**src/rtl/ps2_key_state_tracker_pkg.sv**
```systemverilog
// Shared PS/2 constants, decoder state encoding and key index assignments
// for the key-state tracker slice.
package ps2_key_state_tracker_pkg;

    localparam logic [7:0] PS2_BREAK = 8'hF0;
    localparam logic [7:0] PS2_EXT   = 8'hE0;
    localparam logic [7:0] PS2_PAUSE = 8'hE1;

    typedef enum logic [1:0] {
        DEC_IDLE    = 2'd0,
        DEC_BREAK   = 2'd1,
        DEC_EXT     = 2'd2,
        DEC_EXT_BRK = 2'd3
    } decState_t;

    localparam int NUMBEROFKEYBOARDINPUTS = 29;

    // Key indices follow the order of the scan-code table in the tracker.
    localparam int keyBacktick = 0;
    localparam int keyTab      = 14;
    localparam int keyQ        = 15;
    localparam int keyW        = 16;
    localparam int keySpace    = 28;

endpackage

```
**src/rtl/ps2_key_state_tracker_if.sv**
```systemverilog
// PS/2 byte input and press/release event output of the key-state tracker.
interface ps2_key_state_tracker_if #(
    parameter int KEY_IDX_W = 5
);
    logic [7:0]           rx_data;
    logic                 rx_valid;
    logic                 evt_valid;
    logic [KEY_IDX_W-1:0] evt_key;
    logic                 evt_press;
    logic                 evt_ready;

    modport master (
        output rx_data, rx_valid, evt_ready,
        input  evt_valid, evt_key, evt_press
    );

    modport slave (
        input  rx_data, rx_valid, evt_ready,
        output evt_valid, evt_key, evt_press
    );
endinterface

```
**src/rtl/ps2_key_state_tracker_key_event_fifo.sv**
```systemverilog
// Synchronous show-ahead FIFO for key events; a push while full is accepted
// only when a pop happens in the same cycle.
module key_event_fifo #(
    parameter int WIDTH = 6,
    parameter int DEPTH = 8
) (
    input  logic             CLOCK_50,
    input  logic             resetn,
    input  logic             push,
    input  logic [WIDTH-1:0] pushData,
    input  logic             pop,
    output logic [WIDTH-1:0] popData,
    output logic             full,
    output logic             empty
);
    localparam int AW = $clog2(DEPTH);

    logic [WIDTH-1:0] mem [DEPTH];
    logic [AW:0]      wrPtr, rdPtr;
    logic             doPush, doPop;

    // Extra pointer bit distinguishes full from empty.
    assign empty   = (wrPtr == rdPtr);
    assign full    = (wrPtr[AW] != rdPtr[AW]) && (wrPtr[AW-1:0] == rdPtr[AW-1:0]);
    assign doPop   = pop && !empty;
    assign doPush  = push && (!full || doPop);
    assign popData = mem[rdPtr[AW-1:0]];

    always_ff @(posedge CLOCK_50) begin
        if (resetn) begin
            wrPtr <= '0;
            rdPtr <= '0;
        end else begin
            if (doPush) wrPtr <= wrPtr + (AW+1)'(1);
            if (doPop)  rdPtr <= rdPtr + (AW+1)'(1);
        end
    end

    always_ff @(posedge CLOCK_50) begin
        if (doPush) mem[wrPtr[AW-1:0]] <= pushData;
    end
endmodule

```
**src/rtl/ps2_key_state_tracker.sv**
```systemverilog
// Decodes PS/2 make/break/extended sequences into a held-key vector and a
// queue of press/release events, ignoring typematic repeats.
module ps2_key_state_tracker
    import ps2_key_state_tracker_pkg::*;
#(
    parameter int NUM_KEYS   = NUMBEROFKEYBOARDINPUTS,
    parameter int FIFO_DEPTH = 8,
    parameter int KEY_IDX_W  = $clog2(NUM_KEYS)
) (
    input  logic                          CLOCK_50,
    input  logic                          resetn,
    ps2_key_state_tracker_if.slave        bus,
    output logic [NUM_KEYS-1:0]           key_state,
    output logic [$clog2(NUM_KEYS+1)-1:0] pressed_count,
    output logic                          fifo_overflow,
    output logic                          unknown_code
);
    localparam int CNT_W = $clog2(NUM_KEYS+1);

    function automatic int scanIndex(input logic [7:0] code);
        int k;
        case (code)
            8'h0E: k = 0;   8'h16: k = 1;   8'h1E: k = 2;   8'h26: k = 3;
            8'h25: k = 4;   8'h2E: k = 5;   8'h36: k = 6;   8'h3D: k = 7;
            8'h3E: k = 8;   8'h46: k = 9;   8'h45: k = 10;  8'h4E: k = 11;
            8'h55: k = 12;  8'h66: k = 13;  8'h0D: k = 14;  8'h15: k = 15;
            8'h1D: k = 16;  8'h24: k = 17;  8'h2D: k = 18;  8'h2C: k = 19;
            8'h35: k = 20;  8'h3C: k = 21;  8'h43: k = 22;  8'h44: k = 23;
            8'h4D: k = 24;  8'h54: k = 25;  8'h5B: k = 26;  8'h5D: k = 27;
            8'h29: k = 28;
            default: k = -1;
        endcase
        return k;
    endfunction

    function automatic logic [CNT_W-1:0] popCount(input logic [NUM_KEYS-1:0] v);
        logic [CNT_W-1:0] c;
        c = '0;
        for (int i = 0; i < NUM_KEYS; i++) c = c + CNT_W'(v[i]);
        return c;
    endfunction

    decState_t state, stateNext;
    logic finalMake, finalBreak, pauseCode;
    int   scanK;
    logic hit, keyHeld, doPress, doRelease, push, pop, full, empty;
    logic [KEY_IDX_W-1:0] idx;
    logic [NUM_KEYS-1:0]  keyMask, keyStateNext;
    logic [KEY_IDX_W:0]   popData;

    assign scanK   = scanIndex(bus.rx_data);
    assign hit     = (scanK >= 0) && (scanK < NUM_KEYS);
    assign idx     = KEY_IDX_W'(scanK);
    assign keyMask = hit ? (NUM_KEYS'(1) << idx) : '0;
    assign keyHeld = |(key_state & keyMask);

    always_ff @(posedge CLOCK_50) begin
        if (resetn) state <= DEC_IDLE;
        else        state <= stateNext;
    end

    // Extended final bytes return to idle with no effect: no mapping exists yet.
    always_comb begin
        stateNext  = state;
        finalMake  = 1'b0;
        finalBreak = 1'b0;
        pauseCode  = 1'b0;
        if (bus.rx_valid) begin
            case (state)
                DEC_IDLE: begin
                    if (bus.rx_data == PS2_BREAK)      stateNext = DEC_BREAK;
                    else if (bus.rx_data == PS2_EXT)   stateNext = DEC_EXT;
                    else if (bus.rx_data == PS2_PAUSE) pauseCode = 1'b1;
                    else                               finalMake = 1'b1;
                end
                DEC_BREAK: begin
                    finalBreak = 1'b1;
                    stateNext  = DEC_IDLE;
                end
                DEC_EXT:     stateNext = (bus.rx_data == PS2_BREAK) ? DEC_EXT_BRK : DEC_IDLE;
                DEC_EXT_BRK: stateNext = DEC_IDLE;
                default:     stateNext = DEC_IDLE;
            endcase
        end
    end

    assign doPress      = finalMake && hit && !keyHeld;
    assign doRelease    = finalBreak && hit && keyHeld;
    assign keyStateNext = (key_state | (doPress ? keyMask : '0)) & ~(doRelease ? keyMask : '0);
    assign push         = doPress || doRelease;
    assign pop          = bus.evt_valid && bus.evt_ready;

    always_ff @(posedge CLOCK_50) begin
        if (resetn) begin
            key_state     <= '0;
            pressed_count <= '0;
            fifo_overflow <= 1'b0;
            unknown_code  <= 1'b0;
        end else begin
            key_state     <= keyStateNext;
            pressed_count <= popCount(keyStateNext);
            unknown_code  <= pauseCode || ((finalMake || finalBreak) && !hit);
            if (push && full && !pop) fifo_overflow <= 1'b1;
        end
    end

    key_event_fifo #(
        .WIDTH (KEY_IDX_W+1),
        .DEPTH (FIFO_DEPTH)
    ) u_fifo (
        .CLOCK_50 (CLOCK_50),
        .resetn   (resetn),
        .push     (push),
        .pushData ({idx, doPress}),
        .pop      (pop),
        .popData  (popData),
        .full     (full),
        .empty    (empty)
    );

    assign bus.evt_valid = !empty;
    assign bus.evt_key   = popData[KEY_IDX_W:1];
    assign bus.evt_press = popData[0];
endmodule

```
**src/flat_wrapper.sv**
```systemverilog
// flat-port wrapper written by rule: the top's interface ports become plain ports
module ps2_key_state_tracker_flat import ps2_key_state_tracker_pkg::*;
#(
    parameter int NUM_KEYS   = NUMBEROFKEYBOARDINPUTS,
    parameter int FIFO_DEPTH = 8,
    parameter int KEY_IDX_W  = $clog2(NUM_KEYS)
)
  (CLOCK_50, resetn, key_state, pressed_count, fifo_overflow, unknown_code, bus_rx_data, bus_rx_valid, bus_evt_ready, bus_evt_valid, bus_evt_key, bus_evt_press);
  ps2_key_state_tracker_if #(.KEY_IDX_W(KEY_IDX_W)) bus_i ();
  input  logic CLOCK_50;
  input  logic resetn;
  output logic [NUM_KEYS-1:0] key_state;
  output logic [$clog2(NUM_KEYS+1)-1:0] pressed_count;
  output logic fifo_overflow;
  output logic unknown_code;
  input wire logic [$bits(bus_i.rx_data)-1:0] bus_rx_data;
  input wire logic [$bits(bus_i.rx_valid)-1:0] bus_rx_valid;
  input wire logic [$bits(bus_i.evt_ready)-1:0] bus_evt_ready;
  output wire logic [$bits(bus_i.evt_valid)-1:0] bus_evt_valid;
  output wire logic [$bits(bus_i.evt_key)-1:0] bus_evt_key;
  output wire logic [$bits(bus_i.evt_press)-1:0] bus_evt_press;
  assign bus_i.rx_data = bus_rx_data;
  assign bus_i.rx_valid = bus_rx_valid;
  assign bus_i.evt_ready = bus_evt_ready;
  assign bus_evt_valid = bus_i.evt_valid;
  assign bus_evt_key = bus_i.evt_key;
  assign bus_evt_press = bus_i.evt_press;
  ps2_key_state_tracker #(.NUM_KEYS(NUM_KEYS), .FIFO_DEPTH(FIFO_DEPTH), .KEY_IDX_W(KEY_IDX_W)) u_core (.CLOCK_50(CLOCK_50), .resetn(resetn), .bus(bus_i), .key_state(key_state), .pressed_count(pressed_count), .fifo_overflow(fifo_overflow), .unknown_code(unknown_code));
endmodule
```
**config.mk**
```make
export PLATFORM = sky130hd
export DESIGN_NAME = ps2_key_state_tracker_flat
export DESIGN_NICKNAME = d
export VERILOG_FILES = /design/src/rtl/ps2_key_state_tracker_pkg.sv /design/src/rtl/ps2_key_state_tracker_if.sv /design/src/rtl/ps2_key_state_tracker_key_event_fifo.sv /design/src/rtl/ps2_key_state_tracker.sv /design/src/flat_wrapper.sv
export SDC_FILE = /design/constraint.sdc
export NUM_CORES = 1
export LEC_CHECK = 0
export BUFFER_PORTS_ARGS = -buffer_cell sky130_fd_sc_hd__buf_4
export CORE_ASPECT_RATIO = 0.5
export CORE_UTILIZATION = 49
export DETAILED_ROUTE_END_ITERATION = 6
export PLACE_DENSITY = 0.68
export RECOVER_POWER = 100
export SLEW_MARGIN = 20
export SYNTH_ARGS = -nofsm -noshare
export SYNTH_HDL_FRONTEND = slang
export SYNTH_MEMORY_MAX_BITS = 65536
export SYNTH_SLANG_ARGS = --single-unit
```
**constraint.sdc**
```tcl
create_clock -name CLOCK_50 -period 27 [get_ports CLOCK_50]
set_clock_uncertainty 0.2 [all_clocks]
set_input_delay 5.4 -clock CLOCK_50 [delete_from_list [all_inputs] [get_ports CLOCK_50]]
set_output_delay 5.4 -clock CLOCK_50 [all_outputs]
set_load 0.03 [all_outputs]
```
==> results of run 1 <==
state kept, by name (all words and copies together), names as in the netlist, named ones only:
signal                flops
u_core.fifo_overflow      1
u_core.u_fifo.rdPtr       4
u_core.u_fifo.wrPtr       4
u_core.pressed_count      5
u_core.key_state         29
u_core.unknown_code       1
u_core.state              2
u_core.u_fifo.mem        48
worst max-delay path: cells and delay by family:
family                   cells  cell delay (ns)
AO/OA/AOI/OAI                8             2.44
adder cells (fa/ha/maj)     10             4.09
buffers and inverters        8             2.17
multiplexers                 2             0.70
AND/OR/NAND/NOR              3             0.39
XOR/XNOR                     1             0.15
layout by cell type (no fill, tap or decap), types with 11 or more instances in the layout:
master,count
sky130_fd_sc_hd__a21oi_1,18
sky130_fd_sc_hd__buf_4,14
sky130_fd_sc_hd__fa_1,21
sky130_fd_sc_hd__a31o_1,18
sky130_fd_sc_hd__mux4_2,12
sky130_fd_sc_hd__ha_1,16
sky130_fd_sc_hd__nand3_1,14
sky130_fd_sc_hd__dfxtp_1,49
sky130_fd_sc_hd__nor2b_1,11
sky130_fd_sc_hd__inv_1,32
sky130_fd_sc_hd__clkbuf_1,49
sky130_fd_sc_hd__a311oi_1,27
sky130_fd_sc_hd__a41oi_1,25
sky130_fd_sc_hd__mux2i_1,11
sky130_fd_sc_hd__a31oi_1,16
sky130_fd_sc_hd__nand2_1,27
sky130_fd_sc_hd__edfxtp_1,48
sky130_fd_sc_hd__nor2_1,34
power by group:
| group | leakage, nW | internal, mW | switching (mW) |
|---|---|---|---|
| clock network | 0.128 | 0.0638 | 0.0574 |
| logic | 1.42 | 0.00881 | 0.0195 |
| registers | 0.843 | 0.154 | 0.000553 |
per-stage QoR:
stage / utilization (%) / setup slack (ns) / hold slack [ns]
CTS: 57.1 / 12.90 / 0.314
global route: 55.1 / 11.06 / 0.351
floorplan: - / 13.71 / 0.270
finish: 55.1 / 11.66 / 0.322
detailed placement: 54.8 / 12.60 / 0.298
global placement: 54.8 / 12.79 / 0.298
cell families (layout without fill, tap and decap cells):
| group | count (synthesis) | in the layout | synth area share [%] |
|---|---|---|---|
| AND/OR/NAND/NOR | 146 | 146 | 13.3 |
| multiplexers | 38 | 38 | 8.96 |
| XOR/XNOR | 11 | 11 | 1.56 |
| adder cells (fa/ha/maj) | 37 | 37 | 10.1 |
| buffers and inverters | 87 | 111 | 6.24 |
| AO/OA/AOI/OAI | 158 | 158 | 20.7 |
| flip-flops | 97 | 97 | 39.2 |
worst paths after layout:
path,startpoint,to,slack [ns],cells after the start
worst min register to register,u_core.state[1],u_core.state[1],0.32,2
worst max register to register,u_core.key_state[1],u_core.pressed_count[4],18.86,25
worst min-delay path,u_core.state[1],u_core.state[1],0.32,2
worst max-delay path,bus_rx_data[0],u_core.pressed_count[4],11.66,32
layer usage:
| metal | vias up | track usage [%] | wire length (um) |
|---|---|---|---|
| li1 | 2252 | - | - |
| met1 | 2358 | 32.7 | 6770 |
| met2 | 158 | 37.7 | 6830 |
| met3 | 19 | 5.72 | 855 |
| met4 | 0 | 6.23 | 187 |
| met5 | - | 0 | 0 |
layout make-up:
cell class / count / area (sq um)
Clock buffer: 10 / 229
Clock inverter: 6 / 51.3
Fill cell: 1129 / 5410
Inverter: 32 / 120
Multi-Input combinational cell: 390 / 3320
Sequential cell: 97 / 2420
Tap cell: 165 / 206
Timing Repair Buffer: 63 / 293
==> results.json, run 1 <==
{
  "run_status": "complete, but fails checks",
  "violations": "capacitance limit, slew limit",
  "critPathSlowestCell": "sky130_fd_sc_hd__clkbuf_1",
  "hold_viol_final": 0,
  "clk_transition_reported_paths_ns": 0.07,
  "global_route.usage.total_pct": 23.7,
  "synthDominantCellAreaShare_pct": 23.3,
  "die_h_um": 81.4,
  "total_power_mw": 0.304,
  "insertedDiodeCount": 0,
  "timing.fmax_mhz": 65.2,
  "drtAntennaViolNets": 0,
  "starting_density_pct": 51.2,
  "final_area_sq_um": 6650,
  "ys_ff_latch": 97,
  "floorplan.die_area_sq_um": 13100,
  "grt_setup_unrepaired": "no",
  "category_of_the_critical_setup_timing_path": "input pin to flip-flop",
  "tightest_pin_transition_ns": 1.57,
  "post_synth_num_cell_types": 78,
  "end_kind": "flip-flop",
  "finalNonFillerCells": 763,
  "synth.most_common_cell": "sky130_fd_sc_hd__dfxtp_1",
  "ios": 55,
  "clockRootBuffer": "sky130_fd_sc_hd__clkbuf_16",
  "synth.avg_cell_area_sq_um": 10.8,
  "number_of_vias_after_detailed_routing": 4787,
  "grt_start_max_net_pins": 60,
  "dpl.cell_count": 747,
  "drt_pass1_iterations": 5,
  "final_layout_size_suffix_gt1_share_pct": 10.2,
  "cts_htree_levels": 3,
  "core_area_sq_um": 12100,
  "timing.hold.worst.class": "flip-flop to flip-flop",
  "tritoncts": "built",
  "die-width_um": 161,
  "placedInstanceArea_sq_um": 6610,
  "yosysTopAreaCell": "sky130_fd_sc_hd__edfxtp_1",
  "postCtsResizedCells": 0,
  "wire_length_of_the_first_global_routing_pass_um": 24000,
  "std_cell_rows": 28,
  "detail_route.wl_per_cell_um": 19.2,
  "cts-buffers-inserted": 9,
  "path_max_fanout": 33,
  "static-leakage-power_nw": 2.39,
  "yosysWarningCount": 0,
  "synthFlopType": "sky130_fd_sc_hd__dfxtp_1",
  "syn_nets": 623,
  "postCtsHoldBufs": 0,
  "report.final.setup_viol": 0,
  "gp_congestion": 0.901,
  "timing.slew.headroom_pct": -4.84,
  "post_synth_most_frequent_cells": "49 x sky130_fd_sc_hd__dfxtp_1, 48 x sky130_fd_sc_hd__edfxtp_1, 34 x sky130_fd_sc_hd__nor2_1",
  "drc": 0,
  "total_count_of_max_transition_violations_in_the_final_report": 34,
  "number_of_enable_flip_flop_cells_after_synthesis": 48,
  "fin_setup_tns_ns": 0,
  "syn_area_sq_um": 6170,
  "maxCapViolCount": 2,
  "yosys-top-cells-area": "sky130_fd_sc_hd__edfxtp_1 23%, sky130_fd_sc_hd__dfxtp_1 16%, sky130_fd_sc_hd__fa_1 6.8%, sky130_fd_sc_hd__mux4_2 4.4%, sky130_fd_sc_hd__a311oi_1 3.8%",
  "cts_sinks": 97,
  "timing.final.crit_share_pct": 56.8,
  "max_stage_delay_ns": 1.19,
  "grt_antenna_before_repair": 0,
  "critical_path.startpoint_type": "input pin",
  "initialDrtViolationCount": 469,
  "syn-instance-count": 574,
  "clockBufferDepth": 2,
  "path_common_cell": "sky130_fd_sc_hd__fa_1",
  "cp_data_required_time_ns": 27.02,
  "postCtsSetupRepairBufs": 0,
  "post_drt_via_cell_ratio": 6.27,
  "worst_ep_arrival_time_ns": 15.36,
  "final_nets": 642,
  "postSynth.asyncResetShare_pct": 0,
  "vdd.ir_drop.worst_uv": 35.5,
  "power-per-cell-area_nw_per_um2": 45.8,
  "clock_latency_ns": 0.35,
  "number_of_global_route_vias_before_repair": 4520,
  "grt_remaining_overflow": 0,
  "period_minus_slack_ns": 15.34,
  "detailed_place_hpwl_um": 10200,
  "wl_um": 14600,
  "port_buffers": 54,
  "area.growth.synth_to_final_pct": 7.64,
  "sequential_fraction_of_the_synthesis_area_pct": 39.2
}
Note: power is estimated with default switching activity, not from simulation.
==> run 2, diff against run 1 <==
ABC_AREA = 1   (was default)
PLACE_DENSITY = 0.7   (was 0.68)
clock period = 13.34 ns   (was 27 ns; I/O delays follow)
==> run 2 against run 1 <==
Against the previous run:
- first-iteration DRC count decreased by 43%
- largest cell class unchanged
- the flow still finishes with violations (capacitance limit, slew limit)
- critical path depth grew 5
- flip-flop and latch count did not move
- final cell count increased by 25%
- wire length fell by 2.4%
- global-route usage grew 0.47 points
- sequential share of layout area up 1.2 points
- register-to-register slack lost 12 ns
- clock power grew 130%
- largest power group unchanged
- utilization grew 1.3 points
- clock-buffer cell count is 1 lower
==> results.json, run 2 <==
{
  "run_status": "complete, but fails checks",
  "violations": "capacitance limit, slew limit",
  "std_cell_rows": 27,
  "path_common_cell": "sky130_fd_sc_hd__inv_1",
  "drt_pass1_iterations": 5,
  "starting_density_pct": 52.0,
  "insertedDiodeCount": 0,
  "postSynth.asyncResetShare_pct": 0,
  "clockBufferDepth": 2,
  "syn_area_sq_um": 5920,
  "report.final.setup_viol": 0,
  "timing.hold.worst.class": "flip-flop to flip-flop",
  "floorplan.die_area_sq_um": 12500,
  "maxCapViolCount": 1,
  "yosysWarningCount": 0,
  "synthDominantCellAreaShare_pct": 24.4,
  "core_area_sq_um": 11400,
  "wire_length_of_the_first_global_routing_pass_um": 23100,
  "layout.filler_cells": 1101,
  "grt_remaining_overflow": 0,
  "die_h_um": 79.7,
  "syn_nets": 802,
  "total_count_of_max_transition_violations_in_the_final_report": 40,
  "final_layout_size_suffix_gt1_share_pct": 5.52,
  "cts-buffers-inserted": 9,
  "path_max_fanout": 32,
  "cts_sinks": 97,
  "tightest_pin_transition_ns": 1.70,
  "timing.fmax_mhz": 87.9,
  "postCtsHoldBufs": 0,
  "detailed_place_hpwl_um": 10300,
  "drtAntennaViolNets": 0,
  "clk_transition_reported_paths_ns": 0.07,
  "gp_congestion": 0.903,
  "port_buffers": 54,
  "drc": 0,
  "post_synth_num_cell_types": 33,
  "largest_register_ffs": 48,
  "category_of_the_critical_setup_timing_path": "input pin to flip-flop",
  "finalNonFillerCells": 956,
  "final_util_pct": 56.5,
  "ys_ff_latch": 97,
  "total_power_mw": 0.714,
  "sequential_fraction_of_the_synthesis_area_pct": 40.9,
  "postCtsSetupRepairBufs": 0,
  "final_nets": 841,
  "yosys-top-cells-area": "sky130_fd_sc_hd__edfxtp_1 24%, sky130_fd_sc_hd__dfxtp_1 17%, sky130_fd_sc_hd__nor2_1 9.0%, sky130_fd_sc_hd__nand2_1 8.6%, sky130_fd_sc_hd__fa_1 7.1%",
  "post_synth_most_frequent_cells": "142 x sky130_fd_sc_hd__nor2_1, 135 x sky130_fd_sc_hd__nand2_1, 90 x sky130_fd_sc_hd__inv_1",
  "vdd.ir_drop.worst_uv": 71.5,
  "tritoncts": "built",
  "syn-instance-count": 753,
  "grt_antenna_before_repair": 0,
  "number_of_global_route_vias_before_repair": 4672,
  "reg2reg_slack_ns": 6.37,
  "yosysTopAreaCell": "sky130_fd_sc_hd__edfxtp_1",
  "clock_latency_ns": 0.36,
  "grt_start_max_net_pins": 40,
  "synth.most_common_cell": "sky130_fd_sc_hd__nor2_1",
  "critical_path.startpoint_type": "input pin",
  "fin_setup_tns_ns": 0,
  "cp_data_required_time_ns": 13.43,
  "critPathSlowestCell": "sky130_fd_sc_hd__nor2_1",
  "synth.avg_cell_area_sq_um": 7.86,
  "global_route.usage.total_pct": 24.2,
  "timing.slew.headroom_pct": -13.2,
  "synthFlopType": "sky130_fd_sc_hd__dfxtp_1",
  "die-width_um": 157,
  "postCtsResizedCells": 0,
  "power-per-cell-area_nw_per_um2": 111,
  "hold_viol_final": 0,
  "static-leakage-power_nw": 2.73,
  "clockRootBuffer": "sky130_fd_sc_hd__clkbuf_16",
  "worst_ep_arrival_time_ns": 11.46,
  "max_stage_delay_ns": 0.68,
  "most_frequent_standard_cell_in_the_layout_excluding_fill_and_tap_cells": "sky130_fd_sc_hd__nor2_1",
  "dpl.cell_count": 940,
  "initialDrtViolationCount": 267,
  "ios": 55,
  "period_minus_slack_ns": 11.37,
  "area.growth.synth_to_final_pct": 8.63,
  "post_drt_via_cell_ratio": 5.35,
  "wl_um": 14300,
  "timing.final.crit_share_pct": 85.2,
  "number_of_vias_after_detailed_routing": 5111,
  "number_of_enable_flip_flop_cells_after_synthesis": 48,
  "grt_setup_unrepaired": "no",
  "detail_route.wl_per_cell_um": 15.0,
  "most-common-layout-cells": "145 x sky130_fd_sc_hd__nor2_1, 139 x sky130_fd_sc_hd__nand2_1, 92 x sky130_fd_sc_hd__inv_1, 49 x sky130_fd_sc_hd__dfxtp_1",
  "cts_htree_levels": 3,
  "end_kind": "flip-flop"
}
[run 2: changes by cell type in the layout (fill, tap and decap cells not counted), sizes merged, moves of 19 or more]
cell / change
a31o: -19
nand3: +35
nand2: +113
a311oi: -28
nor2: +117
inv: +69
o22ai: +21
o21ai: +52
a41oi: -25
[run 2: worst paths after layout]
kind | startpoint | end | cells after the start
worst max-delay path | bus_rx_data[0] | u_core.pressed_count[4] | 37
worst min-delay path | u_core.fifo_overflow | u_core.fifo_overflow | 2
worst max register to register | u_core.state[0] | u_core.pressed_count[4] | 29
worst min register to register | u_core.fifo_overflow | u_core.fifo_overflow | 2
[run 2: worst max-delay path, delay by kind of cell]
kind            cells  cell delay, ns
fa+ha+maj          10            4.00
buf+inv             9            0.80
compound gates      6            1.54
simple gates       12            2.43
[run 2: stage by stage]
step / hold WS (ns) / instance area [sq um] / setup WS (ns)
floorplan: 0.270 / 5920 / 3.83
global placement: 0.255 / 6390 / 2.60
detailed placement: 0.269 / 6390 / 2.54
finish: 0.278 / 6430 / 1.97
CTS: 0.285 / 6710 / 2.88
global route: 0.301 / 6430 / 1.29
[run 2: layout make-up]
type	instances	area [sq um]	share of cell area [%]
Multi-Input combinational cell	529	2870	44.6
Sequential cell	97	2420	37.7
Inverter	100	375	5.84
Clock buffer	9	225	3.50
Timing Repair Buffer	55	244	3.80
Tap cell	159	199	3.10
Clock inverter	7	93.8	1.46
[run 2: kinds of logic (layout without fill, tap and decap cells)]
| family | count (synthesis) | count (layout) | share of synthesized area, % |
|---|---|---|---|
| compound gates | 121 | 121 | 12.4 |
| simple gates | 365 | 365 | 26.6 |
| buf+inv | 127 | 171 | 8.71 |
| xor+xnor | 6 | 6 | 0.888 |
| fa+ha+maj | 37 | 37 | 10.5 |
| flops | 97 | 97 | 40.9 |
[run 2: report_power, final]
part / total (mW) / switching (mW) / leakage, nW / internal [mW]
combinational: 0.114 / 0.0840 / 1.75 / 0.0305
sequential: 0.323 / 0.00550 / 0.825 / 0.317
clock: 0.276 / 0.125 / 0.153 / 0.151
[run 2: routing by layer]
| layer | track usage, % | wire, um | up-vias |
|---|---|---|---|
| li1 | - | - | 2543 |
| met1 | 32.3 | 6510 | 2354 |
| met2 | 38.8 | 6510 | 189 |
| met3 | 6.03 | 977 | 25 |
| met4 | 7.18 | 301 | 0 |
| met5 | 0 | 0 | - |
